File: config.mk
export PLATFORM = sky130hd
export DESIGN_NAME = ram_port_arbiter
export DESIGN_NICKNAME = d
export VERILOG_FILES = /design/src/rtl/ram_port_arbiter.sv
export SDC_FILE = /design/constraint.sdc
export NUM_CORES = 1
export LEC_CHECK = 0
export CORE_MARGIN = 2
export CORE_UTILIZATION = 38
export DETAILED_ROUTE_END_ITERATION = 7
export PLACE_DENSITY = 0.89
export RECOVER_POWER = 25
export SYNTH_ARGS = -nofsm -noshare
export SYNTH_HDL_FRONTEND = slang
export SYNTH_SLANG_ARGS = --single-unit
File: constraint.sdc
create_clock -name clk -period 1.3 [get_ports clk]
set_input_delay 0.26 -clock clk [delete_from_list [all_inputs] [get_ports clk]]
set_output_delay 0.26 -clock clk [all_outputs]
set_load 0.02 [all_outputs]
File: src/rtl/ram_port_arbiter.sv
// Shares one byte-write RAM port between the fetch (read-only) and LSU (read/write) requesters.
// Define ARB_PERF_EN to add saturating grant and timeout counters.
module ram_port_arbiter #(
  parameter int unsigned ADDR_W  = 15,
  parameter int unsigned DATA_W  = 32,
  parameter int unsigned TIMEOUT = 64
) (
  input  logic                clk,
  input  logic                rst_n,
  input  logic                i_req,
  input  logic [ADDR_W-1:0]   i_addr,
  output logic                i_gnt,
  output logic                i_rvalid,
  input  logic                d_req,
  input  logic [DATA_W/8-1:0] d_we,
  input  logic [ADDR_W-1:0]   d_addr,
  input  logic [DATA_W-1:0]   d_wdata,
  output logic                d_gnt,
  output logic                d_rvalid,
  output logic                d_wdone,
  output logic [DATA_W-1:0]   rdata,
  output logic                err,
  output logic                owner,
`ifdef ARB_PERF_EN
  output logic [31:0]         i_grant_cnt,
  output logic [31:0]         d_grant_cnt,
  output logic [15:0]         to_cnt,
`endif
  output logic                ram_req,
  output logic [DATA_W/8-1:0] ram_we,
  output logic [ADDR_W-1:0]   ram_addr,
  output logic [DATA_W-1:0]   ram_wdata,
  input  logic                ram_ready,
  input  logic                ram_rvalid,
  input  logic [DATA_W-1:0]   ram_rdata
);

  localparam int unsigned BE_W  = DATA_W / 8;
  localparam int unsigned CNT_W = $clog2(TIMEOUT + 1);
  localparam logic [CNT_W-1:0] CNT_LAST = CNT_W'(TIMEOUT - 1);

  typedef enum logic [1:0] {
    IDLE    = 2'd0,
    ISSUE   = 2'd1,
    WAIT_RD = 2'd2,
    WAIT_WR = 2'd3
  } state_e;

  state_e state_q, state_d;

  logic              owner_q, owner_d;
  logic [BE_W-1:0]   ram_we_q, ram_we_d;
  logic [ADDR_W-1:0] ram_addr_q, ram_addr_d;
  logic [DATA_W-1:0] ram_wdata_q, ram_wdata_d;
  logic [DATA_W-1:0] rdata_q, rdata_d;
  logic [CNT_W-1:0]  cnt_q, cnt_d;
  logic              seen_low_q, seen_low_d;
  logic              ram_req_q, ram_req_d;
  logic              i_gnt_q, i_gnt_d;
  logic              d_gnt_q, d_gnt_d;
  logic              i_rvalid_q, i_rvalid_d;
  logic              d_rvalid_q, d_rvalid_d;
  logic              d_wdone_q, d_wdone_d;
  logic              err_q, err_d;

  logic start_c;
  logic lsu_wins_c;
  logic first_wait_c;
  logic wr_done_c;
  logic timeout_c;

  // LSU wins when alone, or on contention when fetch owned the previous access
  assign start_c      = ram_ready && (i_req || d_req);
  assign lsu_wins_c   = d_req && (!i_req || !owner_q);
  assign first_wait_c = (cnt_q == '0);
  // RAM ready is registered on its side, so only a low-then-high seen after the first cycle means done
  assign wr_done_c    = !first_wait_c && ram_ready && seen_low_q;
  assign timeout_c    = (cnt_q == CNT_LAST);

  always_ff @(posedge clk or negedge rst_n) begin
    if (!rst_n) begin
      state_q <= IDLE;
    end else begin
      state_q <= state_d;
    end
  end

  always_comb begin
    state_d = state_q;
    case (state_q)
      IDLE:    if (start_c) state_d = ISSUE;
      ISSUE:   state_d = (ram_we_q != '0) ? WAIT_WR : WAIT_RD;
      WAIT_RD: if (ram_rvalid || timeout_c) state_d = IDLE;
      WAIT_WR: if (wr_done_c || timeout_c) state_d = IDLE;
      default: state_d = IDLE;
    endcase
  end

  always_comb begin
    owner_d     = owner_q;
    ram_we_d    = ram_we_q;
    ram_addr_d  = ram_addr_q;
    ram_wdata_d = ram_wdata_q;
    rdata_d     = rdata_q;
    cnt_d       = cnt_q;
    seen_low_d  = seen_low_q;
    ram_req_d   = 1'b0;
    i_gnt_d     = 1'b0;
    d_gnt_d     = 1'b0;
    i_rvalid_d  = 1'b0;
    d_rvalid_d  = 1'b0;
    d_wdone_d   = 1'b0;
    err_d       = 1'b0;
    case (state_q)
      IDLE: begin
        if (start_c) begin
          owner_d   = lsu_wins_c;
          ram_req_d = 1'b1;
          i_gnt_d   = !lsu_wins_c;
          d_gnt_d   = lsu_wins_c;
          if (lsu_wins_c) begin
            ram_addr_d  = d_addr;
            ram_we_d    = d_we;
            ram_wdata_d = d_wdata;
          end else begin
            ram_addr_d  = i_addr;
            ram_we_d    = '0;
            ram_wdata_d = '0;
          end
        end
      end
      ISSUE: begin
        cnt_d      = '0;
        seen_low_d = 1'b0;
      end
      WAIT_RD: begin
        cnt_d = cnt_q + CNT_W'(1);
        if (ram_rvalid) begin
          rdata_d    = ram_rdata;
          i_rvalid_d = !owner_q;
          d_rvalid_d = owner_q;
        end else if (timeout_c) begin
          err_d = 1'b1;
        end
      end
      WAIT_WR: begin
        cnt_d = cnt_q + CNT_W'(1);
        if (!first_wait_c && !ram_ready) seen_low_d = 1'b1;
        if (wr_done_c) begin
          d_wdone_d = 1'b1;
        end else if (timeout_c) begin
          err_d = 1'b1;
        end
      end
      default: ;
    endcase
  end

  always_ff @(posedge clk or negedge rst_n) begin
    if (!rst_n) begin
      owner_q     <= 1'b0;
      ram_we_q    <= '0;
      ram_addr_q  <= '0;
      ram_wdata_q <= '0;
      rdata_q     <= '0;
      cnt_q       <= '0;
      seen_low_q  <= 1'b0;
      ram_req_q   <= 1'b0;
      i_gnt_q     <= 1'b0;
      d_gnt_q     <= 1'b0;
      i_rvalid_q  <= 1'b0;
      d_rvalid_q  <= 1'b0;
      d_wdone_q   <= 1'b0;
      err_q       <= 1'b0;
    end else begin
      owner_q     <= owner_d;
      ram_we_q    <= ram_we_d;
      ram_addr_q  <= ram_addr_d;
      ram_wdata_q <= ram_wdata_d;
      rdata_q     <= rdata_d;
      cnt_q       <= cnt_d;
      seen_low_q  <= seen_low_d;
      ram_req_q   <= ram_req_d;
      i_gnt_q     <= i_gnt_d;
      d_gnt_q     <= d_gnt_d;
      i_rvalid_q  <= i_rvalid_d;
      d_rvalid_q  <= d_rvalid_d;
      d_wdone_q   <= d_wdone_d;
      err_q       <= err_d;
    end
  end

  assign i_gnt     = i_gnt_q;
  assign i_rvalid  = i_rvalid_q;
  assign d_gnt     = d_gnt_q;
  assign d_rvalid  = d_rvalid_q;
  assign d_wdone   = d_wdone_q;
  assign rdata     = rdata_q;
  assign err       = err_q;
  assign owner     = owner_q;
  assign ram_req   = ram_req_q;
  assign ram_we    = ram_we_q;
  assign ram_addr  = ram_addr_q;
  assign ram_wdata = ram_wdata_q;

`ifdef ARB_PERF_EN
  logic [31:0] i_grant_cnt_q;
  logic [31:0] d_grant_cnt_q;
  logic [15:0] to_cnt_q;

  // Saturating event counters
  always_ff @(posedge clk or negedge rst_n) begin
    if (!rst_n) begin
      i_grant_cnt_q <= '0;
      d_grant_cnt_q <= '0;
      to_cnt_q      <= '0;
    end else begin
      if (i_gnt_q && (i_grant_cnt_q != '1)) i_grant_cnt_q <= i_grant_cnt_q + 32'd1;
      if (d_gnt_q && (d_grant_cnt_q != '1)) d_grant_cnt_q <= d_grant_cnt_q + 32'd1;
      if (err_q && (to_cnt_q != '1))        to_cnt_q      <= to_cnt_q + 16'd1;
    end
  end

  assign i_grant_cnt = i_grant_cnt_q;
  assign d_grant_cnt = d_grant_cnt_q;
  assign to_cnt      = to_cnt_q;
`endif

endmodule

==> metrics, run 1 <==
status finished with violations; failing checks negative setup slack; R2R depth 5; Clock Tree Root clkbuf_16; Pleak 3.198 nW; CTS sink cnt 101; deepest clock path buffer count 2; Final Hold Fails 0; area grow syn2layout 60.33%; Detail Route Antenna Nets 0; CTS H-tree depth 3; row count 39; Switching Share 38.65%; FFs w/ async S/R, synth 100.0%; Placement Cell Area 0.006618 sq mm; initial core utilization 38.87%; worst endpoint data arrival time 1.09 ns; half-perimeter wire length after placement 8.846 mm; Crit Reg-Reg Startpoint state_q[1]$_DFFE_PN0P_; Setup Skew 0.009874 ns; final max-slew violation count 0; Post-Syn Instances 374; critical path data required time 1.04 ns; clk_lat worst skew 0.35 ns; count leader, synth o21ai_1; Num CTS Buffers 9; WP depth 2; Final setup viols 23; logic gate share of total power 49.9%; vias per inst 5.063; critical path cell sequence buf_4 -> buf_2; Max-Cap Viols 0; layout cell share with drive strength beyond 1 32.33%; CTS clk-pin slew, worst paths 0.08 ns; Yosys top cell area share 56.95%; largest net degree at the start of global routing 68; Flop pwr share 33.2%; Synth warnings 0; filler instances 930; CP Capture Point owner; Max stage delay cell, worst path dfrtp_2; maximum vdd drop 1.309 mV; IO Port Bufs 194; Worst R2R Setup Slack -0.04 ns; number of global-route vias before repair 4040; post-synthesis area per instance 11.87 sq um; crit-path max FO 3; Worst Tran Pin Value 0.6333 ns; Synth top cells by count o21ai_1 (103), dfrtp_1 (101), nand2_1 (41); pwr/cell area 2258 mW/mm^2; Worst Setup End Kind output pin; clock network fraction of total power 17.0%; fin worst setup slack -0.04570 ns; Post-Place Worst Slack -0.4498 ns; CP max stage delay 0.44 ns; P_sw 6.210 mW; total power 16.07 mW; # diodes 0; predominant post-synthesis flop cell dfrtp_1; grt total ovfl 0; fin area 0.007116 sq mm; drt first pass iters 4; register area share after synthesis 56.95%; initial antenna violation count 0; die width 112.1 um; die height 112.1 um; Final #Nets 701; Post-Route WL 13.24 mm; fmax 743.1 MHz; Setup crit start owner$_DFFE_PN0P_; final worst-path cycle share 103.5%; Setup Crit Path Kind register to output pin; syn nets 480; delay-heaviest family, CP flip-flops; core area 0.01142 sq mm; TritonCTS clock tree yes; Worst R2R End owner$_DFFE_PN0P_; P_int 9.857 mW; DRC Markers 0; CP startpoint kind register; gr usage total 20.38%; Hold WC Path Type input port to register; RSZ-0062 raised after global routing true; Yosys cell types 43; Post-synth EDFFs 0; via count 3762; cell taking the most area after synthesis dfrtp_1; first-pass GRT wire length 20.40 mm; WP buf/inv 2; max_slew headroom 57.78%; IO Count 195; die footprint 0.01256 sq mm; Yosys reg bits 101; Tmin final 1.346 ns; Area contributors post-synth dfrtp_1 (57%), o21ai_1 (12%), mux2_4 (9.8%), mux2i_1 (3.6%), nand2_1 (3.5%); GPL Wtd Cong 0.8210; drt wl/cell 17.82 um; Syn Std Cell Area 0.004438 sq mm; DR iter-0 viols 214
logic make-up (layout without fill, tap and decap cells):
group	after synthesis	in the layout	share of synthesized area, %
AOI/OAI and AO/OA	124	124	15.28
adders and majority gates	2	2	0.5638
buffers and inverters	35	261	5.610
DFF	101	101	56.95
muxes	50	50	14.69
and+or+nand+nor	62	62	6.907
registers in the layout (all words and copies together), names as in the netlist, 2 cells and up:
name       flops
cnt_q          7
ram_addr      15
ram_wdata     32
ram_we         4
rdata         32
state_q        2
layout by cell type (no fill, tap or decap), drive strengths merged, types with 2 or more instances in the layout:
cell             n
nand2b           3
buf             43
clkdlybuf4s15   52
o21a             2
nand3            3
nor2b            2
dfrtp          101
or2              2
dlygate4sd2      2
mux2i           16
a21oi            3
a211oi           2
mux2            34
clkbuf          49
nand4            3
inv             10
clkdlybuf4s50  101
ha               2
nand2           41
o21ai          109
nor2             5
worst min-delay path by stage:
stage / start / endpoint / depth (start not counted)
2_1_floorplan: rst_n / cnt_q[0]$_DFFE_PN0P_ / 0
3_3_place_gp: rst_n / d_wdone$_DFF_PN0_ / 2
3_5_place_dp: rst_n / err$_DFF_PN0_ / 2
4_1_cts: d_wdata[21] / ram_wdata[21]$_DFFE_PN0P_ / 3
5_1_grt: d_wdata[3] / ram_wdata[3]$_DFFE_PN0P_ / 3
6_report: d_wdata[23] / ram_wdata[23]$_DFFE_PN0P_ / 3
layout make-up:
| type | instances | area, sq um | share of cell area, % |
|---|---|---|---|
| Sequential cell | 101 | 2532 | 35.59 |
| Timing Repair Buffer | 238 | 2344 | 32.93 |
| Multi-Input combinational cell | 238 | 1734 | 24.37 |
| Clock buffer | 10 | 229.0 | 3.218 |
| Tap cell | 143 | 178.9 | 2.515 |
| Clock inverter | 6 | 68.82 | 0.9671 |
| Inverter | 7 | 28.78 | 0.4044 |
routing by layer:
metal,global-route usage [%],share of wire (%),vias up
met5,0,0,-
met4,8.049,1.9,0
met3,5.292,7.6,19
met2,35.76,51,169
met1,24.02,40,1821
li1,-,-,1753
worst reg2reg max path, cell delays in order, from the launching register on:
cell and delay, ns:
dfrtp_2 0.46, buf_4 0.16, nor2_4 0.15, nand2b_4 0.09
inv_2 0.07, mux2_4 0.29
power by group through the flow:
stage | combinational [mW] | sequential [mW] | clock, mW
floorplan | 3.05 | 6.67 | 0
global placement | 7.83 | 5.27 | 0
detailed placement | 8.04 | 5.34 | 0
CTS | 8.02 | 5.33 | 2.77
global route | 8.53 | 5.48 | 2.91
finish | 8.01 | 5.33 | 2.72
per-stage QoR:
stage          utilization [%]  setup TNS, ns  hold WS [ns]  cells
2_1_floorplan                -              0      -0.03559    374
3_3_place_gp             57.96         -24.76        0.3016    711
3_5_place_dp             57.96         -28.35        0.3028    711
4_1_cts                  62.78        -0.2256        0.4286    737
5_1_grt                  62.32         -3.115        0.4471    743
6_report                 62.32        -0.3395        0.4437    743
repair_timing:
action / CTS / global route
hold buffers: 1 / 0
setup buffers: 6 / 4
cloned: 3 / 3
pin swaps: 9 / 6
hold endpoints to repair: 101 / 0
resized for setup: 245 / 50
endpoints found under the setup margin: 166 / 97
Note: power is estimated with default switching activity, not from simulation.
==> run 2, diff against run 1 <==
ABC_AREA = 1   (was not set)
CORE_UTILIZATION = 25   (was 38)
PLACE_DENSITY = 0.67   (was 0.89)
SLEW_MARGIN = 25   (was not set)
==> run 2 against run 1 <==
- the flow now finishes without violations
- wire length shrank 11%
- largest power group unchanged
- combinational power shrank 10%
- critical endpoint is now rdata[18]$_DFFE_PN0P_
- register-to-register slack gained 0.04 ns
- critical path depth up 3
- synthesized cell count rose by 5.9%
- sequential share of layout area increased by 0.90 points
- cell count rose by 15%
==> metrics, run 2 <==
WP buf/inv 2 (unchanged); worst endpoint data arrival time 1.52 ns (+0.43 ns); hold wc startpoint d_wdata[15]; Final setup viols 0 (-100%); Pleak 3.425 nW (+7.1%); fmax 771.7 MHz (+3.8%); row count 47 (+21%); Synth warnings 0 (unchanged); DR iter-0 viols 159 (-26%); drt first pass iters 4 (unchanged); hold depth 3 (unchanged); Post-synth EDFFs 0 (unchanged); RSZ-0062 raised after global routing true; delay-heaviest family, CP flip-flops; Flop pwr share 34.9% (+1.7 points); CTS clk-pin slew, worst paths 0.06 ns (-0.02 ns); # diodes 0 (unchanged); gr usage total 12.90% (-7.5 points); CTS H-tree depth 3 (unchanged); CP startpoint kind register; Yosys reg bits 101 (unchanged); Synth top cells by count nand2_1 (173), dfrtp_1 (101), mux2_4 (28); Yosys cell types 22 (-49%); WP depth 5 (+3); Worst R2R End rdata[18]$_DFFE_PN0P_; IO Port Bufs 194 (unchanged); cell taking the most area after synthesis dfrtp_1; largest net degree at the start of global routing 77 (+13%); status finished, final reports clean; pwr/cell area 2169 mW/mm^2 (-4.0%); final max-slew violation count 0 (unchanged); vias per inst 4.087 (-19%); Detail Route Antenna Nets 0 (unchanged); maximum vdd drop 0.7035 mV (-46%); count leader, synth nand2_1; critical path data required time 1.52 ns (+0.48 ns); crit-path max FO 12 (+9); Final #Nets 733 (+4.6%); total power 15.04 mW (-6.4%); core area 0.01641 sq mm (+44%); IO Count 195 (unchanged); layout cell share with drive strength beyond 1 29.48% (-2.9 points); DRC Markers 0 (unchanged); Final Hold Fails 0 (unchanged); Syn Std Cell Area 0.004156 sq mm (-6.3%); first-pass GRT wire length 17.91 mm (-12%); Worst Tran Pin Value 0.7207 ns (+0.08742 ns); critical path cell sequence inv_4 -> nor2_4 -> nand2_4 -> buf_12 -> mux2_4; Tmin final 1.296 ns (-0.04981 ns); grt total ovfl 0 (unchanged); logic gate share of total power 47.8% (-2.1 points); Area contributors post-synth dfrtp_1 (61%), nand2_1 (16%), mux2_4 (10%), nand3_1 (2.9%), inv_1 (1.5%); WHS 0.4441 ns (+0.0004660 ns); deepest clock path buffer count 2 (unchanged); filler instances 1590 (+71%); R2R depth 5 (unchanged); clk_lat worst skew 0.35 ns (about the same); commonest non-fill, non-tap cell in the layout nand2_1; Crit Reg-Reg Startpoint state_q[1]$_DFFE_PN0P_; Worst Setup End Kind register; Max-Cap Viols 0 (unchanged); max_slew headroom 51.95% (-5.8 points); Hold Path Sink ram_wdata[15]$_DFFE_PN0P_; Worst R2R Setup Slack 0.004 ns (+0.04 ns); Post-Syn Instances 396 (+5.9%); initial antenna violation count 0 (unchanged); TritonCTS clock tree yes; die height 132.9 um (+19%); register area share after synthesis 60.81% (+3.9 points); final worst-path cycle share 99.68% (-3.8 points); Clock Tree Root clkbuf_16; Num CTS Buffers 9 (unchanged); CP max stage delay 0.42 ns (-0.02 ns); Setup TNS Final 0 ns (+0.3395 ns); Post-Route WL 11.78 mm (-11%); Hold WC Path Type input port to register; Max stage delay cell, worst path dfrtp_2; GPL Wtd Cong 0.7481 (-8.9%); clock network fraction of total power 17.3% (+0.3 points); Switching Share 36.98% (-1.7 points); Setup Crit Path Kind register to register; initial core utilization 25.33% (-14 points); syn nets 502 (+4.6%); area grow syn2layout 66.80%; die footprint 0.01767 sq mm (+41%); predominant post-synthesis flop cell dfrtp_1; die width 132.9 um (+19%); most frequent cells in the layout nand2_1 (168), clkdlybuf4s50_1 (100), dfrtp_1 (99), clkdlybuf4s15_2 (40), clkbuf_2 (33); drt wl/cell 13.85 um (-22%); CTS sink cnt 101 (unchanged); P_sw 5.560 mW (-10%); via count 3478 (-7.5%); P_int 9.476 mW (-3.9%); post-synthesis area per instance 10.50 sq um (-12%); FFs w/ async S/R, synth 100.0% (unchanged); Setup Skew 0.007293 ns (-0.002581 ns); number of global-route vias before repair 3472 (-14%); half-perimeter wire length after placement 7.845 mm (-11%); Yosys top cell area share 60.81% (+3.9 points)
run 2: cell count changes after synthesis, sizes merged, moves of 8 or more:
cell   previous run  this run
buf              23        15
inv               7        18
mux2i            16         0
nand2            41       175
nand3             3        24
nor2              5        16
o21ai           109         4
run 2: power groups by stage:
stage / Combinational (mW) / Sequential [mW] / Clock, mW
5_1_grt: 7.70 / 5.42 / 2.85
6_report: 7.18 / 5.25 / 2.60
3_5_place_dp: 7.52 / 5.27 / 0
4_1_cts: 7.20 / 5.26 / 2.71
3_3_place_gp: 7.47 / 5.26 / 0
2_1_floorplan: 2.37 / 6.73 / 0
run 2: how the worst max path moves through the flow:
stage	slack, ns	end	from
floorplan	0.009	rdata[0]$_DFFE_PN0P_	state_q[1]$_DFFE_PN0P_
global placement	-0.42	ram_addr[13]$_DFFE_PN0P_	ram_ready
detailed placement	-0.42	ram_addr[12]$_DFFE_PN0P_	ram_ready
CTS	0.0004	rdata[13]$_DFFE_PN0P_	state_q[0]$_DFFE_PN0P_
global route	-0.05	state_q[0]$_DFFE_PN0P_	cnt_q[1]$_DFFE_PN0P_
finish	0.004	rdata[18]$_DFFE_PN0P_	state_q[1]$_DFFE_PN0P_
run 2: cells by family after synthesis:
kind of cell / share of synthesized area (%)
compound gates: 1.535
fa+ha+maj: 0.6020
buf+inv: 4.304
flops: 60.81
mux: 11.20
simple gates: 21.55
run 2: worst min-delay path, cell delays in order:
cell and delay [ns]:
clkdlybuf4s50_1 0.39, nand2_1 0.06, nand2_1 0.04
run 2: cell type report:
class / count / area, sq um / share of cell area [%]
Clock buffer: 13 / 240.2 / 3.465
Inverter: 18 / 70.07 / 1.011
Timing Repair Buffer: 235 / 2270 / 32.74
Clock inverter: 2 / 35.03 / 0.5053
Sequential cell: 101 / 2530 / 36.49
Tap cell: 220 / 275.3 / 3.970
Multi-Input combinational cell: 262 / 1513 / 21.82
run 2: layer usage:
metal	GRT usage, %	wire [um]
met1	16.37	5123
met4	6.033	251
met2	20.38	5624
met3	3.640	784
met5	0	0
run 2: what timing repair did:
item / in CTS / in global routing
gates resized for setup: 234 / 64
endpoints found under the setup margin: 159 / 104
buffers inserted: 4 / 6
pin swaps: 3 / 7
endpoints found under the hold margin: 101 / 0
hold buffers: 1 / 0
gates cloned: 1 / 3
run 2: through the flow:
step	utilization, %	area, sq um	instances	setup WS, ns
finish	42.26	6933	851	0.004108
global route	42.26	6933	851	-0.04976
CTS	42.29	6939	842	0.0003507
detailed placement	39.82	6533	821	-0.4188
global placement	39.82	6533	821	-0.4237
floorplan	-	4174	396	0.009454
